**src/rtl/fwd_hazard_scoreboard_pkg.sv**
```systemverilog
// Shared encodings for the forwarding/hazard unit: stall causes, the
// stall-cause FSM states and the rule that sizes the forwarding select.
package core_hazard_pkg;

  typedef enum logic [1:0] {
    CAUSE_NONE = 2'b00,
    CAUSE_LU   = 2'b01,
    CAUSE_SB   = 2'b10,
    CAUSE_NRDY = 2'b11
  } cause_e;

  typedef enum logic [1:0] {
    ST_RUN  = 2'b00,
    ST_LU   = 2'b01,
    ST_SBW  = 2'b10,
    ST_NRDY = 2'b11
  } state_e;

  // Smallest select width that encodes "register file" plus every stage.
  function automatic int sel_w_min(input int num_stg);
    return $clog2(num_stg + 1);
  endfunction

  // True when a select width can encode all producer stages.
  function automatic bit sel_w_ok(input int sel_w, input int num_stg);
    return (sel_w >= sel_w_min(num_stg));
  endfunction

endpackage

```
**src/rtl/fwd_hazard_scoreboard_if.sv**
```systemverilog
// Pipeline-side bundle of the forwarding/hazard unit. The master is the
// pipeline (drives operand/producer info), the slave is the hazard unit.
interface fwd_hazard_scoreboard_if #(
  parameter int ADDR_W  = 5,
  parameter int NUM_SRC = 2,
  parameter int NUM_STG = 2,
  parameter int SEL_W   = 2,
  parameter int CNT_W   = 16
);
  logic [NUM_SRC*ADDR_W-1:0] id_rs;
  logic [NUM_SRC-1:0]        id_rs_used;
  logic [ADDR_W-1:0]         id_rd;
  logic                      id_regwrite;
  logic [NUM_SRC*ADDR_W-1:0] ex_rs;
  logic                      ex_memread;
  logic [ADDR_W-1:0]         ex_rd;
  logic [NUM_STG-1:0]        stg_regwrite;
  logic [NUM_STG*ADDR_W-1:0] stg_rd;
  logic [NUM_STG-1:0]        stg_ready;
  logic                      lat_issue;
  logic [ADDR_W-1:0]         lat_rd;
  logic                      lat_done;
  logic [ADDR_W-1:0]         lat_done_rd;
  logic                      flush;
  logic [NUM_SRC*SEL_W-1:0]  fwd_sel;
  logic                      stall;
  logic                      bubble;
  logic [1:0]                stall_cause;
  logic [CNT_W-1:0]          stall_cnt;
  logic [(2**ADDR_W)-1:0]    sb_pending;
  logic                      sb_timeout;

  modport master (
    output id_rs, id_rs_used, id_rd, id_regwrite, ex_rs, ex_memread, ex_rd,
           stg_regwrite, stg_rd, stg_ready, lat_issue, lat_rd, lat_done,
           lat_done_rd, flush,
    input  fwd_sel, stall, bubble, stall_cause, stall_cnt, sb_pending, sb_timeout
  );

  modport slave (
    input  id_rs, id_rs_used, id_rd, id_regwrite, ex_rs, ex_memread, ex_rd,
           stg_regwrite, stg_rd, stg_ready, lat_issue, lat_rd, lat_done,
           lat_done_rd, flush,
    output fwd_sel, stall, bubble, stall_cause, stall_cnt, sb_pending, sb_timeout
  );
endinterface

```
**src/rtl/fwd_hazard_scoreboard_sb.sv**
```systemverilog
// Pending-result scoreboard for multi-cycle ops. Bits are set on issue and
// cleared on writeback; a same-cycle writeback hides the bit from readers.
module hazard_scoreboard
  import core_hazard_pkg::*;
#(
  parameter int ADDR_W  = 5,
  parameter int NUM_SRC = 2,
  parameter int NREGS   = 2**ADDR_W
) (
  input  logic                      clk,
  input  logic                      rst_n,
  input  logic [NUM_SRC*ADDR_W-1:0] i_id_rs,
  input  logic [NUM_SRC-1:0]        i_id_rs_used,
  input  logic [ADDR_W-1:0]         i_id_rd,
  input  logic                      i_id_regwrite,
  input  logic                      i_lat_issue,
  input  logic [ADDR_W-1:0]         i_lat_rd,
  input  logic                      i_lat_done,
  input  logic [ADDR_W-1:0]         i_lat_done_rd,
  output logic [NREGS-1:0]          o_sb_pending,
  output logic                      o_sb_haz
);

  logic [NREGS-1:0]   r_pending;
  logic [NREGS-1:0]   w_pending_nxt;
  logic [NUM_SRC-1:0] w_rd_haz;
  logic               w_waw_haz;

  // Next scoreboard value: clear first so a same-register issue wins; x0 stays clear.
  always_comb begin
    w_pending_nxt = r_pending;
    if (i_lat_done) begin
      w_pending_nxt[i_lat_done_rd] = 1'b0;
    end else begin
      w_pending_nxt = r_pending;
    end
    if (i_lat_issue && (i_lat_rd != {ADDR_W{1'b0}})) begin
      w_pending_nxt[i_lat_rd] = 1'b1;
    end else begin
      w_pending_nxt[0] = 1'b0;
    end
    w_pending_nxt[0] = 1'b0;
  end

  // Scoreboard state register.
  always_ff @(posedge clk or negedge rst_n) begin
    if (!rst_n) begin
      r_pending <= {NREGS{1'b0}};
    end else begin
      r_pending <= w_pending_nxt;
    end
  end

  for (genvar p = 0; p < NUM_SRC; p++) begin : g_rd
    logic [ADDR_W-1:0] w_rs;
    assign w_rs        = i_id_rs[p*ADDR_W +: ADDR_W];
    assign w_rd_haz[p] = i_id_rs_used[p] && (w_rs != {ADDR_W{1'b0}}) && r_pending[w_rs]
                         && !(i_lat_done && (i_lat_done_rd == w_rs));
  end

  assign w_waw_haz    = i_id_regwrite && r_pending[i_id_rd];
  assign o_sb_haz     = (|w_rd_haz) || w_waw_haz;
  assign o_sb_pending = r_pending;

endmodule

```
**src/rtl/fwd_hazard_scoreboard.sv**
```systemverilog
// Operand forwarding select, load-use / not-ready / scoreboard stall
// generation, stall-cause FSM, saturating stall counter and SBW watchdog.
module fwd_hazard_scoreboard
  import core_hazard_pkg::*;
#(
  parameter int ADDR_W  = 5,
  parameter int NUM_SRC = 2,
  parameter int NUM_STG = 2,
  parameter int SEL_W   = 2,
  parameter int TIMEOUT = 64,
  parameter int CNT_W   = 16
) (
  input logic                    clk,
  input logic                    rst_n,
  fwd_hazard_scoreboard_if.slave bus
);

  localparam int WD_W = $clog2(TIMEOUT + 1);

  logic [NUM_SRC*SEL_W-1:0] w_fwd_sel;
  logic [NUM_SRC-1:0]       w_nrdy_v;
  logic [NUM_SRC-1:0]       w_lu_v;
  logic                     w_sb_haz;
  cause_e                   w_cause;
  logic                     w_stall;
  state_e                   r_state;
  state_e                   w_state_nxt;
  logic [WD_W-1:0]          r_wd;
  logic [WD_W-1:0]          w_wd_nxt;
  logic                     r_timeout;
  logic [CNT_W-1:0]         r_cnt;

  for (genvar p = 0; p < NUM_SRC; p++) begin : g_port
    logic [ADDR_W-1:0] w_ex_rs;
    logic [ADDR_W-1:0] w_id_rs;
    logic [SEL_W-1:0]  w_sel;
    logic              w_nrdy;
    logic              w_hit;
    assign w_ex_rs = bus.ex_rs[p*ADDR_W +: ADDR_W];
    assign w_id_rs = bus.id_rs[p*ADDR_W +: ADDR_W];

    // Scan oldest to youngest so the youngest matching producer is the one left selected.
    always_comb begin
      w_sel  = {SEL_W{1'b0}};
      w_nrdy = 1'b0;
      w_hit  = 1'b0;
      for (int k = NUM_STG - 1; k >= 0; k--) begin
        w_hit  = bus.stg_regwrite[k] && (bus.stg_rd[k*ADDR_W +: ADDR_W] != {ADDR_W{1'b0}})
                 && (bus.stg_rd[k*ADDR_W +: ADDR_W] == w_ex_rs);
        w_sel  = w_hit ? SEL_W'(k + 1) : w_sel;
        w_nrdy = w_hit ? !bus.stg_ready[k] : w_nrdy;
      end
    end

    assign w_fwd_sel[p*SEL_W +: SEL_W] = w_sel;
    assign w_nrdy_v[p] = w_nrdy;
    assign w_lu_v[p]   = bus.ex_memread && (bus.ex_rd != {ADDR_W{1'b0}}) && bus.id_rs_used[p]
                         && (w_id_rs == bus.ex_rd);
  end

  hazard_scoreboard #(
    .ADDR_W  (ADDR_W),
    .NUM_SRC (NUM_SRC)
  ) u_sb (
    .clk           (clk),
    .rst_n         (rst_n),
    .i_id_rs       (bus.id_rs),
    .i_id_rs_used  (bus.id_rs_used),
    .i_id_rd       (bus.id_rd),
    .i_id_regwrite (bus.id_regwrite),
    .i_lat_issue   (bus.lat_issue),
    .i_lat_rd      (bus.lat_rd),
    .i_lat_done    (bus.lat_done),
    .i_lat_done_rd (bus.lat_done_rd),
    .o_sb_pending  (bus.sb_pending),
    .o_sb_haz      (w_sb_haz)
  );

  // Prioritised stall cause (not-ready > load-use > scoreboard); flush drops the stall.
  always_comb begin
    w_cause = CAUSE_NONE;
    if (bus.flush) begin
      w_cause = CAUSE_NONE;
    end else if (|w_nrdy_v) begin
      w_cause = CAUSE_NRDY;
    end else if (|w_lu_v) begin
      w_cause = CAUSE_LU;
    end else if (w_sb_haz) begin
      w_cause = CAUSE_SB;
    end else begin
      w_cause = CAUSE_NONE;
    end
  end

  assign w_stall = (w_cause != CAUSE_NONE);

  // FSM next state follows this cycle's stall cause; flush returns to RUN.
  always_comb begin
    w_state_nxt = ST_RUN;
    if (bus.flush) begin
      w_state_nxt = ST_RUN;
    end else begin
      case (w_cause)
        CAUSE_LU:   w_state_nxt = ST_LU;
        CAUSE_SB:   w_state_nxt = ST_SBW;
        CAUSE_NRDY: w_state_nxt = ST_NRDY;
        default:    w_state_nxt = ST_RUN;
      endcase
    end
  end

  // Watchdog: consecutive SBW cycles, restarting on entry and saturating at TIMEOUT.
  always_comb begin
    w_wd_nxt = {WD_W{1'b0}};
    if (w_state_nxt == ST_SBW) begin
      if (r_state != ST_SBW) begin
        w_wd_nxt = WD_W'(1);
      end else if (r_wd == WD_W'(TIMEOUT)) begin
        w_wd_nxt = r_wd;
      end else begin
        w_wd_nxt = r_wd + WD_W'(1);
      end
    end else begin
      w_wd_nxt = {WD_W{1'b0}};
    end
  end

  // State, watchdog, sticky timeout and saturating stall counter.
  always_ff @(posedge clk or negedge rst_n) begin
    if (!rst_n) begin
      r_state   <= ST_RUN;
      r_wd      <= {WD_W{1'b0}};
      r_timeout <= 1'b0;
      r_cnt     <= {CNT_W{1'b0}};
    end else begin
      r_state   <= w_state_nxt;
      r_wd      <= w_wd_nxt;
      r_timeout <= r_timeout || (w_wd_nxt == WD_W'(TIMEOUT));
      if (w_stall && (r_cnt != {CNT_W{1'b1}})) begin
        r_cnt <= r_cnt + CNT_W'(1);
      end else begin
        r_cnt <= r_cnt;
      end
    end
  end

  assign bus.fwd_sel     = w_fwd_sel;
  assign bus.stall       = w_stall;
  assign bus.bubble      = w_stall;
  assign bus.stall_cause = w_cause;
  assign bus.stall_cnt   = r_cnt;
  assign bus.sb_timeout  = r_timeout;

endmodule

```
**src/flat_wrapper.sv**
```systemverilog
// flat-port wrapper written by rule: the top's interface ports become plain ports
module fwd_hazard_scoreboard_flat import core_hazard_pkg::*;
#(
  parameter int ADDR_W  = 5,
  parameter int NUM_SRC = 2,
  parameter int NUM_STG = 2,
  parameter int SEL_W   = 2,
  parameter int TIMEOUT = 64,
  parameter int CNT_W   = 16
)
  (clk, rst_n, bus_id_rs, bus_id_rs_used, bus_id_rd, bus_id_regwrite, bus_ex_rs, bus_ex_memread, bus_ex_rd, bus_stg_regwrite, bus_stg_rd, bus_stg_ready, bus_lat_issue, bus_lat_rd, bus_lat_done, bus_lat_done_rd, bus_flush, bus_fwd_sel, bus_stall, bus_bubble, bus_stall_cause, bus_stall_cnt, bus_sb_pending, bus_sb_timeout);
  fwd_hazard_scoreboard_if #(.ADDR_W(ADDR_W), .NUM_SRC(NUM_SRC), .NUM_STG(NUM_STG), .SEL_W(SEL_W), .CNT_W(CNT_W)) bus_i ();
  input logic clk;
  input logic rst_n;
  input wire logic [$bits(bus_i.id_rs)-1:0] bus_id_rs;
  input wire logic [$bits(bus_i.id_rs_used)-1:0] bus_id_rs_used;
  input wire logic [$bits(bus_i.id_rd)-1:0] bus_id_rd;
  input wire logic [$bits(bus_i.id_regwrite)-1:0] bus_id_regwrite;
  input wire logic [$bits(bus_i.ex_rs)-1:0] bus_ex_rs;
  input wire logic [$bits(bus_i.ex_memread)-1:0] bus_ex_memread;
  input wire logic [$bits(bus_i.ex_rd)-1:0] bus_ex_rd;
  input wire logic [$bits(bus_i.stg_regwrite)-1:0] bus_stg_regwrite;
  input wire logic [$bits(bus_i.stg_rd)-1:0] bus_stg_rd;
  input wire logic [$bits(bus_i.stg_ready)-1:0] bus_stg_ready;
  input wire logic [$bits(bus_i.lat_issue)-1:0] bus_lat_issue;
  input wire logic [$bits(bus_i.lat_rd)-1:0] bus_lat_rd;
  input wire logic [$bits(bus_i.lat_done)-1:0] bus_lat_done;
  input wire logic [$bits(bus_i.lat_done_rd)-1:0] bus_lat_done_rd;
  input wire logic [$bits(bus_i.flush)-1:0] bus_flush;
  output wire logic [$bits(bus_i.fwd_sel)-1:0] bus_fwd_sel;
  output wire logic [$bits(bus_i.stall)-1:0] bus_stall;
  output wire logic [$bits(bus_i.bubble)-1:0] bus_bubble;
  output wire logic [$bits(bus_i.stall_cause)-1:0] bus_stall_cause;
  output wire logic [$bits(bus_i.stall_cnt)-1:0] bus_stall_cnt;
  output wire logic [$bits(bus_i.sb_pending)-1:0] bus_sb_pending;
  output wire logic [$bits(bus_i.sb_timeout)-1:0] bus_sb_timeout;
  assign bus_i.id_rs = bus_id_rs;
  assign bus_i.id_rs_used = bus_id_rs_used;
  assign bus_i.id_rd = bus_id_rd;
  assign bus_i.id_regwrite = bus_id_regwrite;
  assign bus_i.ex_rs = bus_ex_rs;
  assign bus_i.ex_memread = bus_ex_memread;
  assign bus_i.ex_rd = bus_ex_rd;
  assign bus_i.stg_regwrite = bus_stg_regwrite;
  assign bus_i.stg_rd = bus_stg_rd;
  assign bus_i.stg_ready = bus_stg_ready;
  assign bus_i.lat_issue = bus_lat_issue;
  assign bus_i.lat_rd = bus_lat_rd;
  assign bus_i.lat_done = bus_lat_done;
  assign bus_i.lat_done_rd = bus_lat_done_rd;
  assign bus_i.flush = bus_flush;
  assign bus_fwd_sel = bus_i.fwd_sel;
  assign bus_stall = bus_i.stall;
  assign bus_bubble = bus_i.bubble;
  assign bus_stall_cause = bus_i.stall_cause;
  assign bus_stall_cnt = bus_i.stall_cnt;
  assign bus_sb_pending = bus_i.sb_pending;
  assign bus_sb_timeout = bus_i.sb_timeout;
  fwd_hazard_scoreboard #(.ADDR_W(ADDR_W), .NUM_SRC(NUM_SRC), .NUM_STG(NUM_STG), .SEL_W(SEL_W), .TIMEOUT(TIMEOUT), .CNT_W(CNT_W)) u_core (.clk(clk), .rst_n(rst_n), .bus(bus_i));
endmodule
```
**config.mk**
```make
export PLATFORM = sky130hd
export DESIGN_NAME = fwd_hazard_scoreboard_flat
export DESIGN_NICKNAME = d
export VERILOG_FILES = /design/src/rtl/fwd_hazard_scoreboard_pkg.sv /design/src/rtl/fwd_hazard_scoreboard_if.sv /design/src/rtl/fwd_hazard_scoreboard_sb.sv /design/src/rtl/fwd_hazard_scoreboard.sv /design/src/flat_wrapper.sv
export SDC_FILE = /design/constraint.sdc
export NUM_CORES = 1
export LEC_CHECK = 0
export BUFFER_PORTS_ARGS = -buffer_cell sky130_fd_sc_hd__buf_4
export CAP_MARGIN = 20
export CORE_AREA = 2 2 93 95
export CTS_CLUSTER_DIAMETER = 50
export CTS_CLUSTER_SIZE = 24
export DETAILED_ROUTE_END_ITERATION = 10
export DIE_AREA = 0 0 95 97
export GPL_TIMING_DRIVEN = 0
export PLACE_DENSITY = 0.8
export SYNTH_ARGS = -nofsm -noshare
export SYNTH_HDL_FRONTEND = slang
export SYNTH_SLANG_ARGS = --single-unit
```
**constraint.sdc**
```tcl
create_clock -name clk -period 3.86 [get_ports clk]
set_input_delay 0.772 -clock clk [delete_from_list [all_inputs] [get_ports clk]]
set_output_delay 0.772 -clock clk [all_outputs]
set_load 0.02 [all_outputs]
```
**Yosys cells after proc, flatten, opt, wreduce, memory -nomap -nowiden**

Cells that the tools add are included.

- Register bits: 57
- Input port bits: 63
- Output and inout bits: 57
- Word-level logic and storage cells: 102

- Add/subtract/negate cells: 2
- Order comparisons: 7
- Equality and inequality tests: 16
- Multiplexer cells: 29
- Bitwise gates (word level): 3
- Reductions and logical operators: 40

Operators by type and width:

| operator | number |
|---|---|
| 5-bit == test | 8 |
| 32-bit bitwise AND | 1 |
| 32-bit two-way mux | 1 |
| 32-bit inverter | 1 |
| 32-bit bitwise OR | 1 |
| 31-bit two-way mux | 1 |
| 5-bit by 6-bit less-than comparator with 1-bit output, second input constant | 5 |
| 5-bit nonzero test | 6 |
| 1-bit logical AND | 24 |
| 7-bit two-way mux | 3 |
| 2-bit two-way mux | 9 |
| 16-bit by 1-bit adder with 16-bit output, second input constant | 1 |
| 16-bit != test, second input constant | 1 |
| 1-bit binary-select mux with 5-bit select | 3 |
| 7-bit == test, second input constant | 2 |
| 1-bit demux with 5-bit select | 2 |
| 5-bit by 1-bit greater-or-equal comparator with 1-bit output, second input constant | 2 |
| 1-bit two-way mux | 9 |
| 7-bit by 1-bit adder with 7-bit output, second input constant | 1 |
| 2-bit == test, second input constant | 3 |
| 2-bit one-hot mux with 3 select lines | 1 |
| 2-bit OR reduction | 3 |
| 1-bit zero test | 4 |
| 2-bit by 1-bit == test with 1-bit output, second input constant | 1 |
| 3 further kinds | 4 |

**Longest topological paths before layout**

Gate-level depths: netlist of the first run.

- Depth in word-level cells: 17
- Mapped depth: 10
- Mapped depth without buffers: 7

**Modules after synthesis**

A second synthesis of the first run with hierarchy kept.

- Cells, all modules: 433
- Area, all modules: 4119.0 µm²

By module, submodules not included:

| module | instances | cells an instance | area an instance (µm²) | sequential area each (µm²) |
|---|---|---|---|---|
| hazard_scoreboard | 1 | 231 | 2284.7 | 775.7 |
| fwd_hazard_scoreboard | 1 | 202 | 1834.3 | 650.6 |

**Worst setup path before layout of the first run**

No wires, ideal clock.

- Kind: in2out
- Start: in bus_stg_rd[0]
- End: out bus_stall
- Data arrival time: 2.876 ns
- Required time: 3.088 ns
- Slack: 0.212 ns
- Stages on the path: 9
- Path buffers: 2
- Cell sequence: or4_1 -> o21ai_2 -> nor4_2 -> o22a_2 -> o211ai_4 -> buf_6 -> nor2_1 -> nor2_1 -> buf_4

- Longest elaborated chain between the ends: 8
- Elaborated cells between the ends (all ways): 12
- Classes of those cells: eq/ne: 2; mux: 4; reduce/logical: 6

RTL lines:

| element | line | RTL |
|---|---|---|
| start: declaration | flat_wrapper.sv:23 | `input wire logic [$bits(bus_i.stg_rd)-1:0] bus_stg_rd;` |
| 5-bit nonzero test | fwd_hazard_scoreboard.sv:48 | `w_hit = bus.stg_regwrite[k] && (bus.stg_rd[k*ADDR_W +: ADDR_W] != {ADDR_W{1'b0}})` |
| 1-bit logical AND | fwd_hazard_scoreboard.sv:48 |  |
| 1-bit logical AND (*) | fwd_hazard_scoreboard.sv:49 | `&& (bus.stg_rd[k*ADDR_W +: ADDR_W] == w_ex_rs);` |
| net u_core.g_port[0].w_hit | fwd_hazard_scoreboard.sv:38 | `logic w_hit;` |
| 1-bit two-way mux (*) | fwd_hazard_scoreboard.sv:51 | `w_nrdy = w_hit ? !bus.stg_ready[k] : w_nrdy;` |
| 2-bit OR reduction (*) | fwd_hazard_scoreboard.sv:84 | `end else if (\|w_nrdy_v) begin` |
| 2-bit two-way mux (*) | fwd_hazard_scoreboard.sv:84 |  |
| 2-bit two-way mux (*) | fwd_hazard_scoreboard.sv:82 | `if (bus.flush) begin` |
| 2-bit nonzero test (*) | fwd_hazard_scoreboard.sv:95 | `assign w_stall = (w_cause != CAUSE_NONE);` |
| end: declaration | flat_wrapper.sv:31 | `output wire logic [$bits(bus_i.stall)-1:0] bus_stall;` |

The timed path passes the listed nets; every way through them passes the cells marked *.

**Worst setup path in the final report of the first run**

- Start: in bus_stg_rd[0]
- End: out bus_stall_cause[0]

- Longest elaborated chain between the ends: 7
- Elaborated cells between the ends (all ways): 11
- Classes of those cells: eq/ne: 2; mux: 4; reduce/logical: 5

RTL lines:

| element | line | RTL |
|---|---|---|
| 5-bit nonzero test | fwd_hazard_scoreboard.sv:48 |  |
| 1-bit logical AND | fwd_hazard_scoreboard.sv:48 |  |
| 1-bit logical AND (*) | fwd_hazard_scoreboard.sv:49 |  |
| net u_core.g_port[0].w_hit | fwd_hazard_scoreboard.sv:38 |  |
| 1-bit two-way mux (*) | fwd_hazard_scoreboard.sv:51 |  |
| 2-bit OR reduction (*) | fwd_hazard_scoreboard.sv:84 |  |
| 2-bit two-way mux (*) | fwd_hazard_scoreboard.sv:84 |  |
| 2-bit two-way mux (*) | fwd_hazard_scoreboard.sv:82 |  |
| end: declaration | flat_wrapper.sv:33 | `output wire logic [$bits(bus_i.stall_cause)-1:0] bus_stall_cause;` |

Marks and branches as above.

==> qor.csv, run 1 <==
stage,metric,value,unit
synth,"EDFF count, synth",0,
sta,Worst Max-Slew Pin Slew,0.725,ns
synth,Yosys reg bits,57,
clock_tree,Max clock buf depth,2,
synth,asr flop ratio synth,100,%
routing,vias per cell,6.18,
routing,1st-iter DRT viols,313,
critical_path,Worst EP required,3.09,ns
global_routing,first-pass GRT wire length,20500,um
synth,sequential area share after synthesis,33.2,%
cells_and_area,Layout Cells excl Fill,668,
synth,average cell area after synthesis,9.89,um^2
routing,Avg WL per Cell,19.2,um
global_routing,vias in the first global route,4020,
placement,I/O Buffers,110,
synth,syn_nets,500,
cells_and_area,nets@finish,625,
critical_path,startpoint types,primary input,
sta,clock skew,0.00902,ns
floorplanning,Rows,33,
cells_and_area,# diodes,0,
floorplanning,Die Width,95,um
sta,final period utilization,96.8,%
sta,final hold violation count,0,
run_status,status,finished clean,
pwr,P_leak,0.00232,uW
floorplanning,Core Box Area,8130,um^2
cells_and_area,synthesis-to-finish area growth,27.6,%
routing,Antenna Nets Post-Route,0,
floorplanning,die height,97,um
cells_and_area,area of the multi-input gates,2680,um^2
floorplanning,Starting Density,52.7,%
critical_path,Crit Path Class,in -> out,
cells_and_area,Reg area,1430,um^2
global_routing,All-Layer GR Usage,28.7,%
synth,post-synthesis instance area,4290,um^2
critical_path,CP endpoint kind,output port,
pwr,PD cells,424,nW/um^2
clock_tree,root buffer cell,clkbuf_8,
global_routing,largest net degree at the start of global routing,58,
floorplanning,die area,9220,um^2
synth,Most used DFF post-synth,dfrtp_1,
critical_path,worst-path fanout max,10,
clock_tree,clock slew at reported path FFs,0.07,ns
synth,"area leader, netlist",dfrtp_1,
placement,Final HPWL DP,9570,um
synth,Ys Warns,0,
global_routing,residual overflow from global routing,0,
routing,Routed WL,12800,um
synth,cells taking the most area after synthesis,"dfrtp_1 33%, o21ai_0 8.0%, xnor2_1 8.0%",
sta,Fmax,0.268,GHz
global_routing,initial antenna violation count,0,
synth,most common cell in the netlist,o21ai_0,
floorplanning,io pins,120,
synth,share of the synthesized area in the top cell type,33.2,%
sta,setup violators final,0,
pwr,peak supply drop,0.000263,V
sta,Final min period,3.74,ns
placement,RD Place Congestion,0.916,
routing,drt drc,0,
routing,Initial DRT Pass Iterations,5,
clock_tree,CTS tree,built,
sta,Rel. slew slack,51.7,%
cells_and_area,fillers,670,
clock_tree,Inserted Clock Buffers,9,
routing,vias,4125,
clock_tree,"Hold-fix buffers, CTS",0,
critical_path,R2R Setup Slk,1.37,ns
clock_tree,H-tree Lvls,3,
flow_run,max-cap viol count,0,
cells_and_area,Final Util,67.3,%
synth,Synth top cells by count,"69 x o21ai_0, 57 x dfrtp_1, 39 x xnor2_1",
synth,Syn Inst Count,434,
clock_tree,Clock Latency Late Sink,0.35,ns
sta,final slew viol count,0,
hold_path,Hold Path Class,in -> async,
synth,Unique masters post-synth,56,
critical_path,CP arrival,2.96,ns
placement,DP Cell Count,649,
clock_tree,# clock sinks,57,
cells_and_area,share of cells above drive strength 1,34.5,%
[per-stage QoR]
stage	setup TNS (ns)	setup slack, ns	total power [uW]	hold WS [ns]	area, um^2
after global placement	0	0.0875	1720	0.471	5250
after CTS	0	0.0636	2310	0.493	5440
after floorplan	0	0.212	1350	0.476	4290
final	0	0.125	2320	0.468	5470
after detailed placement	0	0.0647	1750	0.477	5250
after global routing	-0.000318	-0.000318	2430	0.522	5470
[cell families (layout without fill, tap and decap cells)]
| kind of cell | count (synthesis) | count (layout) | share of synthesized area (%) |
|---|---|---|---|
| compound gates | 108 | 108 | 16.0 |
| buf+inv | 32 | 161 | 4.49 |
| simple gates | 137 | 137 | 18.8 |
| xor+xnor | 58 | 58 | 11.8 |
| flops | 57 | 57 | 33.2 |
| fa+ha+maj | 3 | 3 | 0.875 |
| mux | 38 | 38 | 14.6 |
| other cells | 1 | 1 | 0.0874 |
[cells in the final DEF, fill, tap and decap left out, types with 3 or more instances in the layout]
master	count
a31oi_1	3
nor2_1	25
buf_2	3
nand3b_1	12
inv_1	11
xnor2_1	39
nand3_1	15
o21ai_0	69
nand2_1	19
a221oi_1	3
nor3_2	3
xor2_1	19
nor4_1	4
or3_1	3
or4_1	7
mux4_2	13
mux2i_1	11
nor3b_1	3
clkbuf_8	10
buf_6	5
mux2_2	6
nand4_1	9
nor2b_1	7
o21ai_2	11
dfrtp_1	57
ha_1	3
nor3_1	9
mux4_1	4
clkbuf_1	4
a22oi_1	3
buf_4	121
nand2b_1	4
or3b_2	5
[final timing paths]
path,depth (start not counted),start,end
hold reg to reg,2,u_core.bus.sb_timeout$_DFF_PN0_,u_core.bus.sb_timeout$_DFF_PN0_
setup reg to reg,8,u_core.bus.stall_cnt[0]$_DFFE_PN0P_,u_core.bus.stall_cnt[1]$_DFFE_PN0P_
hold / removal,1,rst_n,u_core.u_sb.o_sb_pending[16]$_DFF_PN0_
setup / recovery,10,bus_stg_rd[0],bus_stall_cause[0]
min in group clk,2,u_core.bus.sb_timeout$_DFF_PN0_,u_core.bus.sb_timeout$_DFF_PN0_
max in group asynchronous,1,rst_n,u_core.bus.stall_cnt[15]$_DFFE_PN0P_
[final cells by class]
cell class | instances | share of cell area, %
Clock buffer | 10 | 2.51
Tap cell | 105 | 2.40
Buffer | 21 | 2.77
Multi-Input combinational cell | 345 | 48.9
Sequential cell | 57 | 26.1
Clock inverter | 5 | 1.03
Inverter | 11 | 0.754
Timing Repair Buffer | 114 | 15.6
[worst max-delay path, stage by stage]
cell and delay (ns):
buf_4 0.12, or4_1 0.53, o21ai_2 0.21, nor4_2 0.09, o22a_2 0.27, o211ai_4 0.27, buf_6 0.21, nor2b_1 0.22
buf_4 0.14, buf_4 0.12
[metal layers]
| layer | part of all wire, % | up-vias | GRT usage (%) |
|---|---|---|---|
| met5 | 0 | - | 0 |
| met1 | 43 | 2033 | 39.4 |
| li1 | - | 1874 | - |
| met4 | 1.6 | 0 | 11.0 |
| met3 | 9.1 | 18 | 7.32 |
| met2 | 46 | 200 | 43.3 |
[power breakdown]
| part | switching, uW | total (uW) | internal [uW] | leakage, uW |
|---|---|---|---|---|
| Clock | 253 | 564 | 310 | 0.0000981 |
| Sequential | 170 | 880 | 710 | 0.000723 |
| Combinational | 451 | 876 | 425 | 0.00150 |
| Total | 875 | 2320 | 1450 | 0.00232 |
[state kept, by name, summed over array words and instances (netlist names)]
register,cells
u_core.r_wd,7
u_core.bus.stall_cnt,16
u_core.u_sb.o_sb_pending,31
u_core.r_state,2
u_core.bus.sb_timeout,1
[repair_timing]
item | in CTS | in global routing
setup buffers | 0 | 3
endpoints found under the setup margin | 0 | 3
gates resized for setup | 0 | 1
Power figures use the tool's default switching activity.
==> run 2: changes to the inputs <==
- CORE_AREA: 2 2 93 95 -> 2 2 90 92
- DIE_AREA: 0 0 95 97 -> 0 0 92 94
- PLACE_DENSITY: 0.8 -> 0.85
- clock period: 3.86 -> 4.6 ns (I/O delays scaled with it)
==> qor.csv, run 2 (synthesis gave the netlist of run 1 again) <==
stage,metric,value,unit,change
sta,final slew viol count,0,,unchanged
floorplanning,die area,8650,um^2,was 9220 um^2
critical_path,critical path's slowest cell,or4_1,,unchanged
cells_and_area,fillers,580,,was 670
clock_tree,root buffer cell,clkbuf_8,,unchanged
sta,final hold violation count,0,,unchanged
routing,Avg WL per Cell,18.6,um,was 19.2 um
routing,drt drc,0,,unchanged
global_routing,initial antenna violation count,0,,unchanged
critical_path,Worst EP required,3.68,ns,was 3.09 ns
routing,vias,4108,,was 4125
cells_and_area,Layout Cells excl Fill,662,,was 668
sta,RSZ-0062 raised after global routing,no,,
critical_path,Crit Path Class,in -> out,,unchanged
clock_tree,setup bufs post-CTS,0,,unchanged
placement,Final HPWL DP,9330,um,was 9570 um
cells_and_area,Final Cell Area,5440,um^2,was 5470 um^2
clock_tree,"Hold-fix buffers, CTS",0,,unchanged
global_routing,residual overflow from global routing,0,,unchanged
clock_tree,# clock sinks,57,,unchanged
pwr,P_leak,0.00230,uW,was 0.00232 uW
routing,Antenna Nets Post-Route,0,,unchanged
critical_path,"slowest stage delay, CP",0.53,ns,about the same
critical_path,CP arrival,3.11,ns,was 2.96 ns
floorplanning,io pins,120,,unchanged
floorplanning,die height,94,um,was 97 um
sta,final period utilization,87.6,%,
global_routing,largest net degree at the start of global routing,58,,unchanged
sta,setup violators final,0,,unchanged
clock_tree,CTS tree,built,,unchanged
placement,I/O Buffers,110,,unchanged
flow_run,max-cap viol count,0,,unchanged
cells_and_area,"commonest non-fill, non-tap cell in the layout",buf_4,,unchanged
clock_tree,Clock Latency Late Sink,0.34,ns,was 0.35 ns
cells_and_area,nets@finish,621,,was 625
pwr,total power,1930,uW,was 2320 uW
cells_and_area,synthesis-to-finish area growth,26.8,%,was 27.6%
hold_path,Hold Path Class,reg -> reg,,was in -> async
global_routing,All-Layer GR Usage,29.4,%,was 28.7%
floorplanning,Rows,32,,was 33
routing,Initial DRT Pass Iterations,5,,unchanged
cells_and_area,share of cells above drive strength 1,33.9,%,was 34.5%
sta,clock skew,0.00853,ns,was 0.00902 ns
clock_tree,clock slew at reported path FFs,0.06,ns,was 0.07 ns
sta,setup TNS,0,ns,unchanged
critical_path,CP cell instances,buf_4 -> or4_1 -> o21ai_2 -> nor4_2 -> o22a_2 -> o211ai_4 -> buf_6 -> nor2b_1 -> buf_4 -> buf_4,,unchanged
global_routing,vias in the first global route,3991,,was 4020
critical_path,crit-path most repeated cell,buf_4,,unchanged
clock_tree,Inserted Clock Buffers,9,,unchanged
sta,Worst Max-Slew Pin Slew,1.03,ns,was 0.725 ns
pwr,PD cells,356,nW/um^2,was 424 nW/um^2
cells_and_area,Largest register FFs,31,,unchanged
critical_path,startpoint types,primary input,,unchanged
floorplanning,Core Box Area,7610,um^2,was 8130 um^2
critical_path,worst-path fanout max,10,,unchanged
sta,Min Hold Slack,0.491,ns,was 0.468 ns
routing,vias per cell,6.21,,was 6.18
clock_tree,Max clock buf depth,2,,unchanged
routing,Routed WL,12300,um,was 12800 um
placement,DP Cell Count,646,,was 649
placement,RD Place Congestion,0.913,,was 0.916
clock_tree,H-tree Lvls,3,,unchanged
floorplanning,Die Width,92,um,was 95 um
run_status,status,finished clean,,unchanged
cells_and_area,# diodes,0,,unchanged
sta,Final min period,4.03,ns,
sta,Rel. slew slack,31.0,%,was 51.7%
cells_and_area,most frequent cells in the layout,"118 x buf_4, 69 x o21ai_0, 57 x dfrtp_1",,"was 121 x buf_4, 69 x o21ai_0, 57 x dfrtp_1"
floorplanning,Starting Density,56.4,%,was 52.7%
pwr,peak supply drop,0.000298,V,was 0.000263 V
global_routing,first-pass GRT wire length,19900,um,was 20500 um
clock_tree,post-cts sizing count,0,,unchanged
placement,placed instance area,5240,um^2,was 5250 um^2
routing,1st-iter DRT viols,308,,was 313
critical_path,CP endpoint kind,output port,,unchanged
sta,Fmax,0.248,GHz,
run 2: cell types whose count changed in the layout (fill, tap and decap cells not counted):
| cell | previous run | this run |
|---|---|---|
| clkinv_4 | 1 | 0 |
| clkinv_2 | 2 | 4 |
| clkbuf_2 | 2 | 1 |
| a21oi_1 | 2 | 3 |
| buf_4 | 121 | 118 |
| a21oi_2 | 1 | 0 |
run 2: final cells by class:
type                            count  area (um^2)  area share, %
Sequential cell                    57         1430           26.2
Clock inverter                      6         57.6           1.06
Tap cell                          102          128           2.35
Buffer                             21          151           2.78
Timing Repair Buffer              110          826           15.2
Clock buffer                       10          138           2.53
Inverter                           11         41.3          0.759
Multi-Input combinational cell    345         2670           49.1
run 2: layer usage:
layer	wire length, um	global-route usage, %	part of all wire [%]	vias to the layer above
met3	1240	8.19	10	35
met5	0	0	0	-
met2	6000	47.5	49	218
met4	277	10.2	2.2	0
met1	4800	38.2	39	1990
li1	-	-	-	1865
run 2: critical path, delay by kind of cell:
family / cells / cell delay (ns)
AND/OR/NAND/NOR: 3 / 0.80
buffers and inverters: 4 / 0.60
AO/OA/AOI/OAI: 3 / 0.77
run 2: final timing paths:
kind | start | endpoint | slack, ns | cells after the start
hold / removal | u_core.bus.stall_cnt[9]$_DFFE_PN0P_ | u_core.bus.stall_cnt[9]$_DFFE_PN0P_ | 0.49 | 1
setup / recovery | bus_stg_rd[0] | bus_stall_cause[0] | 0.57 | 10
max in group asynchronous | rst_n | u_core.r_wd[1]$_DFF_PN0_ | 3.47 | 1
hold reg to reg | u_core.bus.stall_cnt[9]$_DFFE_PN0P_ | u_core.bus.stall_cnt[9]$_DFFE_PN0P_ | 0.49 | 1
setup reg to reg | u_core.bus.stall_cnt[0]$_DFFE_PN0P_ | u_core.bus.stall_cnt[1]$_DFFE_PN0P_ | 1.90 | 7
min in group asynchronous | rst_n | u_core.u_sb.o_sb_pending[17]$_DFF_PN0_ | 0.63 | 1
run 2: where the power goes:
part | switching [uW] | internal (uW) | total, uW
logic | 377 | 355 | 731
clock network | 206 | 261 | 466
registers | 141 | 596 | 737
run 2: metrics by stage:
step | util, % | setup WS (ns)
global route | 71.5 | 0.403
CTS | 71.5 | 0.555
detailed placement | 68.9 | 0.553
finish | 71.5 | 0.573
global placement | 68.9 | 0.575
floorplan | - | 0.656
==> run 3: changes to the inputs <==
- CORE_AREA: 2 2 90 92 -> 2 2 114 116
- DIE_AREA: 0 0 92 94 -> 0 0 116 118
- PLACE_DENSITY: 0.85 -> unset
==> qor.csv, run 3 (synthesis gave the netlist of run 1 again) <==
stage,metric,value,unit,change
run_status,status,finished clean,,unchanged
global_routing,initial antenna violation count,0,,unchanged
cells_and_area,share of cells above drive strength 1,33.9,%,unchanged
placement,RD Place Congestion,0.859,,was 0.913
cells_and_area,nets@finish,621,,unchanged
clock_tree,clock slew at reported path FFs,0.05,ns,was 0.06 ns
critical_path,startpoint types,primary input,,unchanged
pwr,P_leak,0.00236,uW,was 0.00230 uW
pwr,Comb pwr share,33.5,%,was 37.8%
clock_tree,CTS tree,built,,unchanged
cells_and_area,area of the multi-input gates,2670,um^2,unchanged
pwr,Clock power frac,32.8,%,was 24.1%
clock_tree,Max clock buf depth,2,,unchanged
pwr,PD cells,387,nW/um^2,was 356 nW/um^2
routing,vias per cell,5.47,,was 6.21
floorplanning,die area,13700,um^2,was 8650 um^2
placement,DP Cell Count,716,,was 646
critical_path,R2R Path Start,u_core.bus.stall_cnt[0]$_DFFE_PN0P_,,unchanged
critical_path,worst-path fanout max,10,,unchanged
floorplanning,Die Width,116,um,was 92 um
hold_path,Hold EP,u_core.bus.sb_timeout$_DFF_PN0_,,was u_core.bus.stall_cnt[9]$_DFFE_PN0P_
clock_tree,"Hold-fix buffers, CTS",0,,unchanged
floorplanning,Rows,41,,was 32
routing,Avg WL per Cell,18.2,um,was 18.6 um
routing,Routed WL,13300,um,was 12300 um
sta,final worst setup slack,0.548,ns,was 0.573 ns
critical_path,Crit. Startpoint,bus_stg_rd[0],,unchanged
floorplanning,Starting Density,34.6,%,was 56.4%
critical_path,CP arrival,3.13,ns,was 3.11 ns
cells_and_area,synthesis-to-finish area growth,31.7,%,was 26.8%
pwr,Sw Ratio,34.8,%,was 37.4%
global_routing,All-Layer GR Usage,19.5,%,was 29.4%
global_routing,vias in the first global route,3955,,was 3991
floorplanning,die height,118,um,was 94 um
clock_tree,root buffer cell,clkbuf_16,,was clkbuf_8
sta,Rel. slew slack,29.1,%,was 31.0%
critical_path,Reg2Reg Depth,7,,unchanged
clock_tree,Clock Latency Late Sink,0.33,ns,was 0.34 ns
global_routing,residual overflow from global routing,0,,unchanged
critical_path,r2r endpoint,u_core.bus.stall_cnt[1]$_DFFE_PN0P_,,unchanged
hold_path,hold-critical path depth,2,,was 1
critical_path,R2R Setup Slk,1.86,ns,was 1.90 ns
clock_tree,post-cts sizing count,0,,unchanged
clock_tree,Inserted Clock Buffers,9,,unchanged
pwr,total power,2180,uW,was 1930 uW
sta,final hold violation count,0,,unchanged
routing,Initial DRT Pass Iterations,5,,unchanged
placement,Final HPWL DP,10000,um,was 9330 um
critical_path,Worst EP required,3.68,ns,about the same
sta,setup TNS,0,ns,unchanged
placement,setup slack at placement,0.531,ns,was 0.553 ns
global_routing,first-pass GRT wire length,20800,um,was 19900 um
clock_tree,H-tree Lvls,3,,unchanged
sta,final period utilization,88.1,%,was 87.6%
sta,Final min period,4.05,ns,was 4.03 ns
pwr,peak supply drop,0.000207,V,was 0.000298 V
sta,final slew viol count,0,,unchanged
sta,Worst Max-Slew Pin Slew,1.05,ns,was 1.03 ns
routing,vias,4004,,was 4108
cells_and_area,most frequent cells in the layout,"118 x buf_4, 69 x o21ai_0, 57 x dfrtp_1",,unchanged
pwr,sequential share of power,33.8,%,was 38.1%
hold_path,Hold Startpoint,u_core.bus.sb_timeout$_DFF_PN0_,,was u_core.bus.stall_cnt[9]$_DFFE_PN0P_
routing,drt drc,0,,unchanged
critical_path,crit-path most repeated cell,buf_4,,unchanged
global_routing,largest net degree at the start of global routing,58,,unchanged
critical_path,critical path's slowest cell,or4_1,,unchanged
cells_and_area,Reg area,1430,um^2,unchanged
placement,I/O Buffers,110,,unchanged
critical_path,CP endpoint kind,output port,,unchanged
sta,RSZ-0062 raised after global routing,no,,unchanged
cells_and_area,"commonest non-fill, non-tap cell in the layout",buf_4,,unchanged
sta,Fmax,0.247,GHz,was 0.248 GHz
cells_and_area,Layout Cells excl Fill,732,,was 662
critical_path,CP cell instances,buf_4 -> or4_1 -> o21ai_2 -> nor4_2 -> o22a_2 -> o211ai_4 -> buf_6 -> nor2b_1 -> buf_4 -> buf_4,,unchanged
routing,1st-iter DRT viols,277,,was 308
critical_path,"slowest stage delay, CP",0.53,ns,about the same
clock_tree,setup bufs post-CTS,0,,unchanged
pwr,Psw,760,uW,was 723 uW
cells_and_area,# diodes,0,,unchanged
cells_and_area,fillers,1209,,was 580
floorplanning,io pins,120,,unchanged
cells_and_area,Largest register FFs,31,,unchanged
clock_tree,# clock sinks,57,,unchanged
hold_path,Hold Path Class,reg -> reg,,unchanged
floorplanning,Core Box Area,12400,um^2,was 7610 um^2
critical_path,Crit Path Class,in -> out,,unchanged
routing,Antenna Nets Post-Route,0,,unchanged
pwr,Int Pwr,1420,uW,was 1210 uW
flow_run,max-cap viol count,0,,unchanged
sta,clock skew,0.00912,ns,was 0.00853 ns
sta,setup violators final,0,,unchanged
==> run 3: area by class of cell <==
class / instances / share of cell area [%]
plain buffers: 21 / 2.68
clock inverters: 7 / 1.68
multi-input cells: 345 / 47.3
flip-flops and latches: 57 / 25.2
inverters: 11 / 0.731
well taps: 172 / 3.81
clock buffers: 9 / 3.98
repair buffers: 110 / 14.6
==> run 3: metal layers <==
| layer | vias to the layer above | share of wire [%] | global-route usage, % |
|---|---|---|---|
| met5 | - | 0 | 0 |
| met4 | 0 | 0.86 | 5.28 |
| met3 | 10 | 7.1 | 4.63 |
| met2 | 179 | 47 | 30.4 |
| met1 | 1953 | 45 | 26.9 |
| li1 | 1862 | - | - |
==> run 3: critical path: cells and delay by family <==
| family | cells | cell delay (ns) |
|---|---|---|
| buffers and inverters | 4 | 0.59 |
| AOI/OAI and AO/OA | 3 | 0.79 |
| and+or+nand+nor | 3 | 0.82 |
==> run 3: metrics by stage <==
step / hold slack [ns] / util (%) / area [um^2]
floorplan: 0.499 / - / 4290
global placement: 0.475 / 42.9 / 5330
detailed placement: 0.474 / 42.9 / 5330
CTS: 0.486 / 45.5 / 5650
global route: 0.494 / 45.5 / 5650
finish: 0.480 / 45.5 / 5650
==> run 3: how the worst max path moves through the flow <==
stage	slack [ns]	cells after the start	endpoint
after detailed placement	0.53	10	bus_stall_cause[0]
after global routing	0.40	10	bus_stall_cause[0]
after CTS	0.53	10	bus_stall_cause[0]
after floorplan	0.66	9	bus_stall
final	0.55	10	bus_stall_cause[0]
after global placement	0.55	10	bus_stall_cause[0]
==> run 3: power groups by stage <==
stage	logic, uW	clock network [uW]	registers, uW
2_1_floorplan	329	0	806
3_3_place_gp	723	0	738
3_5_place_dp	732	0	742
4_1_cts	734	725	735
5_1_grt	786	751	754
6_report	731	716	738
